===== config.mk =====
export PLATFORM = sky130hd
export DESIGN_NAME = pc_unit_flat
export DESIGN_NICKNAME = d
export VERILOG_FILES = /design/src/rtl/pc_pkg.sv /design/src/rtl/pc_unit_if.sv /design/src/rtl/pc_target_gen.sv /design/src/rtl/pc_unit.sv /design/src/flat_wrapper.sv
export SDC_FILE = /design/constraint.sdc
export NUM_CORES = 1
export LEC_CHECK = 0
export CAP_MARGIN = 10
export CORE_UTILIZATION = 49
export DETAILED_ROUTE_END_ITERATION = 6
export GPL_TIMING_DRIVEN = 0
export HOLD_SLACK_MARGIN = 0.1
export PLACE_DENSITY = 0.87
export SYNTH_ARGS = -nofsm -noshare
export SYNTH_HDL_FRONTEND = slang
export SYNTH_SLANG_ARGS = --single-unit

===== constraint.sdc =====
create_clock -name clk -period 2.9 [get_ports clk]
set_input_delay 0.58 -clock clk [delete_from_list [all_inputs] [get_ports clk]]
set_output_delay 0.58 -clock clk [all_outputs]
set_load 0.1 [all_outputs]

===== src/rtl/pc_pkg.sv =====
// Shared types and defaults for the fetch-stage program counter.
// Latency: n/a (declarations only).
// Backpressure: n/a.
package pc_pkg;

  // Fetch FSM: one idle cycle after reset release, then continuous fetch.
  typedef enum logic {
    ST_BOOT = 1'b0,
    ST_RUN  = 1'b1
  } pc_state_e;

  // Which ID-stage instruction is steering the fetch PC this cycle.
  typedef enum logic [1:0] {
    SRC_NONE = 2'd0,
    SRC_BR   = 2'd1,
    SRC_J    = 2'd2,
    SRC_JR   = 2'd3
  } redir_src_e;

  localparam int unsigned      DEF_WIDTH        = 32;
  localparam int unsigned      DEF_INC          = 4;
  localparam logic [31:0]      DEF_RESET_VECTOR = 32'h0000_0000;
  localparam logic [31:0]      DEF_EXC_VECTOR   = 32'h0000_0180;

endpackage


===== src/rtl/pc_unit_if.sv =====
// Fetch/redirect bundle between pc_unit, hazard unit, decode and imem.
// Latency: n/a (wiring only); exception signals exist only with PC_EPC_EN.
// Backpressure: imem_ready qualifies imem_req; stall holds IF and ID.
interface pc_unit_if #(
  parameter int WIDTH = 32
);

  logic             stall;
  logic             imem_ready;
  logic             imem_req;
  logic [WIDTH-1:0] imem_addr;
  logic             br_taken;
  logic [15:0]      br_offset;
  logic             j_en;
  logic [25:0]      j_index;
  logic             jr_en;
  logic [WIDTH-1:0] jr_target;
  logic             id_valid;
  logic [WIDTH-1:0] id_pc;
  logic [WIDTH-1:0] id_pc_next;
  logic             addr_err;
`ifdef PC_EPC_EN
  logic             exc_req;
  logic             eret;
  logic [WIDTH-1:0] exc_pc;
  logic [WIDTH-1:0] epc;
`endif

  // PC unit side.
  modport master (
`ifdef PC_EPC_EN
    input  exc_req, eret, exc_pc,
    output epc,
`endif
    input  stall, imem_ready, br_taken, br_offset, j_en, j_index, jr_en, jr_target,
    output imem_req, imem_addr, id_valid, id_pc, id_pc_next, addr_err
  );

  // Surrounding pipeline side.
  modport slave (
`ifdef PC_EPC_EN
    output exc_req, eret, exc_pc,
    input  epc,
`endif
    output stall, imem_ready, br_taken, br_offset, j_en, j_index, jr_en, jr_target,
    input  imem_req, imem_addr, id_valid, id_pc, id_pc_next, addr_err
  );

endinterface


===== src/rtl/pc_target_gen.sv =====
// Redirect target generator: branch/jump/register-jump priority mux plus misalignment flag.
// Latency: combinational, 0 cycles.
// Backpressure: none; only meaningful when the ID instruction is valid.
module pc_target_gen
  import pc_pkg::*;
#(
  parameter int WIDTH = 32
) (
  input  logic             i_id_valid,
  input  logic [WIDTH-1:0] i_id_pc_next,
  input  logic             i_br_taken,
  input  logic [15:0]      i_br_offset,
  input  logic             i_j_en,
  input  logic [25:0]      i_j_index,
  input  logic             i_jr_en,
  input  logic [WIDTH-1:0] i_jr_target,
  output logic             o_redir_vld,
  output logic [WIDTH-1:0] o_target,
  output logic             o_misaligned
);

  redir_src_e       w_src;
  logic [WIDTH-1:0] w_br_tgt;
  logic [WIDTH-1:0] w_j_tgt;

  // Branch offset is a signed word count relative to the delay-slot-free link address.
  assign w_br_tgt = i_id_pc_next + {{(WIDTH-18){i_br_offset[15]}}, i_br_offset, 2'b00};

  generate
    if (WIDTH > 28) begin : g_j_region
      assign w_j_tgt = {i_id_pc_next[WIDTH-1:28], i_j_index, 2'b00};
    end else begin : g_j_flat
      assign w_j_tgt = {i_j_index, 2'b00};
    end
  endgenerate

  // Pick the redirect source: branch beats jump beats register jump, all gated by a live ID slot.
  always_comb begin
    w_src = SRC_NONE;
    if (i_id_valid) begin
      if (i_br_taken)    w_src = SRC_BR;
      else if (i_j_en)   w_src = SRC_J;
      else if (i_jr_en)  w_src = SRC_JR;
    end
  end

  // Route the selected target and flag a non-word-aligned destination.
  always_comb begin
    o_target = '0;
    case (w_src)
      SRC_BR:  o_target = w_br_tgt;
      SRC_J:   o_target = w_j_tgt;
      SRC_JR:  o_target = i_jr_target;
      default: o_target = '0;
    endcase
    o_redir_vld  = (w_src != SRC_NONE);
    o_misaligned = o_redir_vld && (o_target[1:0] != 2'b00);
  end

endmodule


===== src/rtl/pc_unit.sv =====
// Fetch PC and IF/ID PC register; redirects, stall and imem back-pressure (EPC/exceptions with PC_EPC_EN).
// Latency: new PC on imem_addr 1 cycle after the qualifying edge; ID outputs 1 cycle after fetch acceptance.
// Backpressure: imem_ready=0 holds PC and bubbles ID; stall holds PC and ID and defers redirects.
module pc_unit
  import pc_pkg::*;
#(
  parameter int                WIDTH        = DEF_WIDTH,
  parameter logic [WIDTH-1:0]  RESET_VECTOR = WIDTH'(DEF_RESET_VECTOR),
  parameter int unsigned       INC          = DEF_INC
`ifdef PC_EPC_EN
  ,
  parameter logic [WIDTH-1:0]  EXC_VECTOR   = WIDTH'(DEF_EXC_VECTOR)
`endif
) (
  input  logic       clk,
  input  logic       reset,
  pc_unit_if.master  bus
);

  pc_state_e        r_state, w_state_nxt;
  logic [WIDTH-1:0] r_pc, w_pc_nxt;
  logic             r_id_valid, w_id_valid_nxt;
  logic [WIDTH-1:0] r_id_pc, w_id_pc_nxt;
  logic [WIDTH-1:0] r_id_pc_next, w_id_pc_next_nxt;
  logic             r_addr_err, w_addr_err_nxt;
`ifdef PC_EPC_EN
  logic [WIDTH-1:0] r_epc, w_epc_nxt;
`endif

  logic [WIDTH-1:0] w_pc_inc;
  logic             w_imem_req;
  logic             w_redir_vld;
  logic [WIDTH-1:0] w_target;
  logic             w_misaligned;

  assign w_pc_inc = r_pc + WIDTH'(INC);

  pc_target_gen #(.WIDTH(WIDTH)) u_tgt (
    .i_id_valid   (r_id_valid),
    .i_id_pc_next (r_id_pc_next),
    .i_br_taken   (bus.br_taken),
    .i_br_offset  (bus.br_offset),
    .i_j_en       (bus.j_en),
    .i_j_index    (bus.j_index),
    .i_jr_en      (bus.jr_en),
    .i_jr_target  (bus.jr_target),
    .o_redir_vld  (w_redir_vld),
    .o_target     (w_target),
    .o_misaligned (w_misaligned)
  );

  // FSM state register; reset drops back to BOOT even mid-fetch.
  always_ff @(posedge clk or negedge reset) begin
    if (!reset) r_state <= ST_BOOT;
    else        r_state <= w_state_nxt;
  end

  // Next state, fetch request and next PC/ID contents in priority order.
  always_comb begin
    w_state_nxt      = r_state;
    w_imem_req       = (r_state == ST_RUN);
    w_pc_nxt         = r_pc;
    w_id_valid_nxt   = r_id_valid;
    w_id_pc_nxt      = r_id_pc;
    w_id_pc_next_nxt = r_id_pc_next;
    w_addr_err_nxt   = 1'b0;
`ifdef PC_EPC_EN
    w_epc_nxt        = r_epc;
`endif

    case (r_state)
      ST_BOOT: w_state_nxt = ST_RUN;
      ST_RUN:  w_state_nxt = ST_RUN;
      default: w_state_nxt = ST_BOOT;
    endcase

`ifdef PC_EPC_EN
    if (bus.exc_req) begin
      w_epc_nxt      = bus.exc_pc;
      w_pc_nxt       = EXC_VECTOR;
      w_id_valid_nxt = 1'b0;
    end else if (bus.eret) begin
      w_pc_nxt       = r_epc;
      w_id_valid_nxt = 1'b0;
    end else
`endif
    if (!w_imem_req || bus.stall) begin
      // Hold everything; a pending ID redirect must be re-presented later.
    end else if (w_redir_vld) begin
      // Redirect wins over imem_ready: the in-flight request is dropped and ID squashed.
      w_addr_err_nxt = w_misaligned;
      w_id_valid_nxt = 1'b0;
`ifdef PC_EPC_EN
      if (w_misaligned) begin
        w_epc_nxt = r_id_pc;
        w_pc_nxt  = EXC_VECTOR;
      end else begin
        w_pc_nxt  = w_target;
      end
`else
      w_pc_nxt = w_target & ~{{(WIDTH-2){1'b0}}, 2'b11};
`endif
    end else if (!bus.imem_ready) begin
      w_id_valid_nxt = 1'b0;
    end else begin
      w_pc_nxt         = w_pc_inc;
      w_id_valid_nxt   = 1'b1;
      w_id_pc_nxt      = r_pc;
      w_id_pc_next_nxt = w_pc_inc;
    end
  end

  // PC, IF/ID register and error pulse.
  always_ff @(posedge clk or negedge reset) begin
    if (!reset) begin
      r_pc         <= RESET_VECTOR;
      r_id_valid   <= 1'b0;
      r_id_pc      <= '0;
      r_id_pc_next <= '0;
      r_addr_err   <= 1'b0;
`ifdef PC_EPC_EN
      r_epc        <= '0;
`endif
    end else begin
      r_pc         <= w_pc_nxt;
      r_id_valid   <= w_id_valid_nxt;
      r_id_pc      <= w_id_pc_nxt;
      r_id_pc_next <= w_id_pc_next_nxt;
      r_addr_err   <= w_addr_err_nxt;
`ifdef PC_EPC_EN
      r_epc        <= w_epc_nxt;
`endif
    end
  end

  assign bus.imem_req   = w_imem_req;
  assign bus.imem_addr  = r_pc;
  assign bus.id_valid   = r_id_valid;
  assign bus.id_pc      = r_id_pc;
  assign bus.id_pc_next = r_id_pc_next;
  assign bus.addr_err   = r_addr_err;
`ifdef PC_EPC_EN
  assign bus.epc        = r_epc;
`endif

endmodule


===== src/flat_wrapper.sv =====
// flat-port wrapper written by rule: the top's interface ports become plain ports
module pc_unit_flat import pc_pkg::*;
#(
  parameter int                WIDTH        = DEF_WIDTH,
  parameter logic [WIDTH-1:0]  RESET_VECTOR = WIDTH'(DEF_RESET_VECTOR),
  parameter int unsigned       INC          = DEF_INC

)
  (clk, reset, bus_stall, bus_imem_ready, bus_br_taken, bus_br_offset, bus_j_en, bus_j_index, bus_jr_en, bus_jr_target, bus_imem_req, bus_imem_addr, bus_id_valid, bus_id_pc, bus_id_pc_next, bus_addr_err);
  pc_unit_if #(.WIDTH(WIDTH)) bus_i ();
  input  logic clk;
  input  logic reset;
  input wire logic [$bits(bus_i.stall)-1:0] bus_stall;
  input wire logic [$bits(bus_i.imem_ready)-1:0] bus_imem_ready;
  input wire logic [$bits(bus_i.br_taken)-1:0] bus_br_taken;
  input wire logic [$bits(bus_i.br_offset)-1:0] bus_br_offset;
  input wire logic [$bits(bus_i.j_en)-1:0] bus_j_en;
  input wire logic [$bits(bus_i.j_index)-1:0] bus_j_index;
  input wire logic [$bits(bus_i.jr_en)-1:0] bus_jr_en;
  input wire logic [$bits(bus_i.jr_target)-1:0] bus_jr_target;
  output wire logic [$bits(bus_i.imem_req)-1:0] bus_imem_req;
  output wire logic [$bits(bus_i.imem_addr)-1:0] bus_imem_addr;
  output wire logic [$bits(bus_i.id_valid)-1:0] bus_id_valid;
  output wire logic [$bits(bus_i.id_pc)-1:0] bus_id_pc;
  output wire logic [$bits(bus_i.id_pc_next)-1:0] bus_id_pc_next;
  output wire logic [$bits(bus_i.addr_err)-1:0] bus_addr_err;
  assign bus_i.stall = bus_stall;
  assign bus_i.imem_ready = bus_imem_ready;
  assign bus_i.br_taken = bus_br_taken;
  assign bus_i.br_offset = bus_br_offset;
  assign bus_i.j_en = bus_j_en;
  assign bus_i.j_index = bus_j_index;
  assign bus_i.jr_en = bus_jr_en;
  assign bus_i.jr_target = bus_jr_target;
  assign bus_imem_req = bus_i.imem_req;
  assign bus_imem_addr = bus_i.imem_addr;
  assign bus_id_valid = bus_i.id_valid;
  assign bus_id_pc = bus_i.id_pc;
  assign bus_id_pc_next = bus_i.id_pc_next;
  assign bus_addr_err = bus_i.addr_err;
  pc_unit #(.WIDTH(WIDTH), .RESET_VECTOR(RESET_VECTOR), .INC(INC)) u_core (.clk(clk), .reset(reset), .bus(bus_i));
endmodule

; ---- Word-level counts from Yosys, hierarchy flattened
; Index checks and enable logic that the tools add are counted.
; W data, S select, Z words.
[op_classes]
add_sub_neg = 2
eq_ne = 3
muxes = 11
bitwise_logic = 2
n_reduce_logical = 8
[op_table]
columns = op, n
row1 = $pmux W32 S3, 1
row2 = $mux W32, 2
row3 = $add A32 B3 Y32 const B, 1
row4 = $add A32 B32 Y32, 1
row5 = $mux W2, 4
row6 = $reduce_bool A2 Y1, 3
row7 = $eq A2 B2 Y1 const B, 2
row8 = $mux W1, 4
row9 = $reduce_and A3 Y1, 1
row10 = $eq A2 B1 Y1 const B, 1
row11 = $not A1 Y1, 2
row12 = $reduce_and A2 Y1, 1
row13 = $logic_and A1 B1 Y1, 1
row14 = $logic_not A1 Y1, 1
row15 = $logic_or A1 B1 Y1, 1
[word_totals]
regBits = 99
inputBits = 81
output_inout_bits = 99
word_cells = 32

; ---- Longest topological paths before layout
[depth]
word_depth = 10
ltp_mapped = 11
ltp_nobuf = 11

; ---- By module
; A second synthesis with hierarchy kept.
[unflattened]
cells_unflattened = 811
area_unflattened_um2 = 6631.4
[by_module_without_submodules]
columns = module, instances, cells_per_inst, area_each_um2, seq_area_each_um2
row1 = pc_unit, 1, 515, 4590.7, 2327.2
row2 = pc_target_gen, 1, 296, 2040.7, 0.0

; ---- Least setup slack after synthesis
; Ideal clock, no wire load.
[synth_path]
path_type = register to register
startpoint = register u_core.r_id_pc_next[2] (netlist: u_core.bus.id_pc_next[2])
endpoint = register u_core.r_pc[30] (netlist: u_core.bus.imem_addr[30])
setup_time_ns = 0.142
t_arrival_ns = 2.944
t_required_ns = 2.758
slack_ns = -0.185
stages_incl_launch_ff = 12
period_less_slack_ns = 3.085
cell_sequence = dfrtp_1 > ha_1 > inv_1 > fa_1 > nand2b_1 > a21oi_1 > o41ai_2 > o21ai_1 > a21oi_1 > o21ai_0 > xnor2_1 > o221ai_1
[synth_via]
elab_chain_cells = 3
[synth_rtl]
columns = element, line_no
row1 = from (decl), pc_unit.sv:24  ; logic [WIDTH-1:0] r_id_pc_next, w_id_pc_next_nxt;
row2 = from (signal assigned), pc_unit.sv:128  ; r_id_pc_next <= w_id_pc_next_nxt;
row3 = $add A32 B32 Y32, pc_target_gen.sv:27  ; assign w_br_tgt = i_id_pc_next + {{(WIDTH-18){i_br_offset[15]}}, i_br_offset, 2'b00};
row4 = $pmux W32 S3, pc_target_gen.sv:50  ; case (w_src)
row5 = $mux W32, pc_unit.sv:89  ; end else if (w_redir_vld) begin
row6 = to (signal assigned), pc_unit.sv:125  ; r_pc <= w_pc_nxt;
row7 = to (decl), pc_unit.sv:21  ; logic [WIDTH-1:0] r_pc, w_pc_nxt;
; Every way passes these cells.
; A chain may end at the register's enable or synchronous reset.

; ---- Worst setup path after layout
[layout_path]
startpoint = input port bus_br_offset[14]
endpoint = register u_core.r_pc[27] (netlist: u_core.bus.imem_addr[27])
[layout_via]
elab_chain_cells = 3
[layout_rtl]
columns = element, line_no
row1 = from (decl), flat_wrapper.sv:16  ; input wire logic [$bits(bus_i.br_offset)-1:0] bus_br_offset;
row2 = $add A32 B32 Y32, pc_target_gen.sv:27
row3 = $pmux W32 S3, pc_target_gen.sv:50
row4 = $mux W32, pc_unit.sv:89
; Every way passes these cells.

==> impl_results.md <==
* Status: finished, violations left
* Number of global-route vias before repair at 6,664
* Crit. End Element: flip-flop
* Async set-reset flop share out of synthesis at 100%
* Post-DP HPWL at roughly 18 mm
* H-tree Lvls at 3
* Sequential-to-total area share from yosys stat at between 30 and 40%
* Mapped Cells at 785
* Cts bufs inserted at 9
* Vias/cell at 6.19
* Clock Tree Root: clkbuf_16
* MaxCap Viol Count at 0
* Rel. slew slack at between 30% and 40%
* IO Count at between 150 and 200
* Routed WL at around 24 mm
* Post-synth top area share at between 30% and 40%
* Fillers at 1,015
* Overall Global Routing Usage at a little over a third
* Sequential cell area at ~2300 um2
* Initial antenna violation count at 0
* Clock transition at the registers of the reported paths at ~0.060 ns
* DR iter-0 viols at 891
* Diode count at 0
* Clk buf depth at 2
* Worst EP required at about 3.1 ns
* Largest area contributor in the synthesized netlist: dfrtp_1
* # hold bufs at CTS at 0
* Global placer's final weighted congestion at about 0.96
* Failing checks: DRC
* Arrival time at the worst endpoint at 3.09 ns
* Top FF cell, synth: dfrtp_1
* Area Overhead vs Synth at 40.3%
* Hold WS at about 0.22 ns
* Die span in x at roughly 120 um
* FF-to-FF End: u_core.bus.imem_addr[27]
* DR vias at roughly 7,000
* Max Slew Vio Count at 0
* Area contributors post-synth: dfrtp_1, nand2_1, ha_1
* Nets@finish at around 1,100
* Final Skew at around 0.0069 ns
* Post-synth cell types at 64
* Die Area at between 10,000 and 15,000 um2
* Worst skew pair latency at approximately 0.35 ns
* Worst-path fanout max at 6
* End of the critical path: u_core.bus.imem_addr[27]
* Measured slew at the worst slew-check pin at between 1 and 1.5 ns
* CP Launch Point: bus_br_offset[14]
* R2R Setup Slk at between 0.1 and 0.15 ns
* # setup viols final at 0
* First-pass DRT Iterations at 7
* Hold Path Class: primary input to asynchronous set/reset pin
* Final ANT Viol Nets at 0
* Share of layout cells above drive strength 1 at 10.2%
* Die height at around 120 um
* Port Buf Inserts at approximately 170
* Yosys warning count at 0
* EDFF count, synth at 0
* Most frequent cells in the layout: clkdlybuf4s50_1, nand2_1, dfrtp_1
* Worst setup SP type: primary input
* Global route total overflow at 0
* Crit path time final at approximately 2.9 ns
* R2R Path Start: u_core.bus.id_pc_next[18]
* Clk sinks at between 90 and 100
* Max Fclk at 348 MHz
* Unrepaired setup endpoints after global routing: yes
* Kind of critical path: primary input to flip-flop
* Footprint of the multi-input gates at between 3000 and 4000 um2
* Yosys reg bits at 93
* Row cnt at between 40 and 50
* Final period util at between 90% and 100%
* # DRC at 4
* Endpoints failing hold at 0
* Syn_area_per_cell at 8.14 um2
* First-pass GRT wire length at around 35 mm
* Setup TNS at 0 ns
* Core box area at 12,700 um2
* TritonCTS clock tree: done
* R2R depth at 10
* Avg WL per Cell at slightly above 20 um
* Largest net degree at the start of global routing at between 50 and 60
* Most common cell after layout, fill and taps aside: clkdlybuf4s50_1
* Mapped cell area at around 6400 um2
* Starting Density at 50.4%
## cells in the mapped netlist (14+ instances only)
| library cell | instances |
|---|---|
| inv_1 | 14 |
| dfrtp_1 | 93 |
| nor2_1 | 68 |
| xor2_1 | 19 |
| a21oi_1 | 68 |
| clkbuf_1 | 34 |
| o21ai_0 | 50 |
| and3_1 | 16 |
| xnor2_1 | 33 |
| nand2_1 | 161 |
| ha_1 | 30 |
## critical path: stages
cell,delay [ns]
clkdlybuf4s50_1,0.47
ha_2,0.31
a21oi_2,0.18
nor2_1,0.06
a311o_1,0.38
or4_1,0.48
o21ai_0,0.09
o31a_1,0.26
xor2_1,0.21
o21ai_1,0.08
## per-stage QoR
stage	area, um2	util (%)	std cells	worst slack, ns
final	8970	70.8	1158	0.0277
after global placement	8360	66.0	1134	-2.49
after CTS	8800	69.4	1155	-0.0284
after global routing	8970	70.8	1158	-0.100
after floorplan	6430	-	790	0.0135
after detailed placement	8400	66.3	1136	-0.915
## how the worst min path moves through the flow
| stage | startpoint | end | slack, ns | cells after the start |
|---|---|---|---|---|
| after floorplan | reset | u_core.bus.addr_err | 0.28 | 0 |
| after global placement | u_core.bus.id_pc[18] | u_core.bus.id_pc[18] | 0.46 | 2 |
| after detailed placement | u_core.bus.id_pc[27] | u_core.bus.id_pc[27] | 0.46 | 2 |
| after CTS | reset | u_core.bus.id_pc[23] | 0.25 | 1 |
| after global routing | reset | u_core.bus.id_pc[23] | 0.27 | 1 |
| final | reset | u_core.bus.id_pc[23] | 0.22 | 1 |
## cells by family (layout without fill, tap and decap cells)
logic type	count (synthesis)	in the layout	synth area share, %
adder cells (fa/ha/maj)	31	31	6.19
XOR/XNOR	52	52	7.13
flip-flops	93	93	36.4
AND/OR/NAND/NOR	307	307	21.3
multiplexers	2	2	0.313
buffers and inverters	65	261	4.37
AO/OA/AOI/OAI	233	233	24.2
other	2	7	0.118
## cell type report
class | count | share of cell area, %
multi-input combinational | 632 | 44.5
sequential | 93 | 26.1
timing repair buffer | 181 | 20.3
clock buffer | 13 | 3.01
buffer | 50 | 2.58
tap | 172 | 2.40
inverter | 14 | 0.586
clock inverter | 3 | 0.474
## repair_timing
item                                    CTS  global route
pin swaps                                10            12
endpoints found under the setup margin   58            79
resized for setup                        17            40
buffers inserted                          3             4
cloned                                    0             0
## flip-flops by register name, indices dropped and copies added, names as in the netlist
name                   count
u_core.bus.addr_err        1
u_core.bus.id_pc          30
u_core.bus.id_pc_next     30
u_core.bus.id_valid        1
u_core.bus.imem_addr      30
u_core.bus.imem_req        1
## metal layers
layer,wire length (um),GRT usage (%)
met1,9460,46.4
met2,10800,55.4
met3,2700,6.85
met4,1030,16.3
met5,0,0
Power is not shown: default switching activity piles up to over one toggle a cycle in this logic, so the estimate is an artifact.
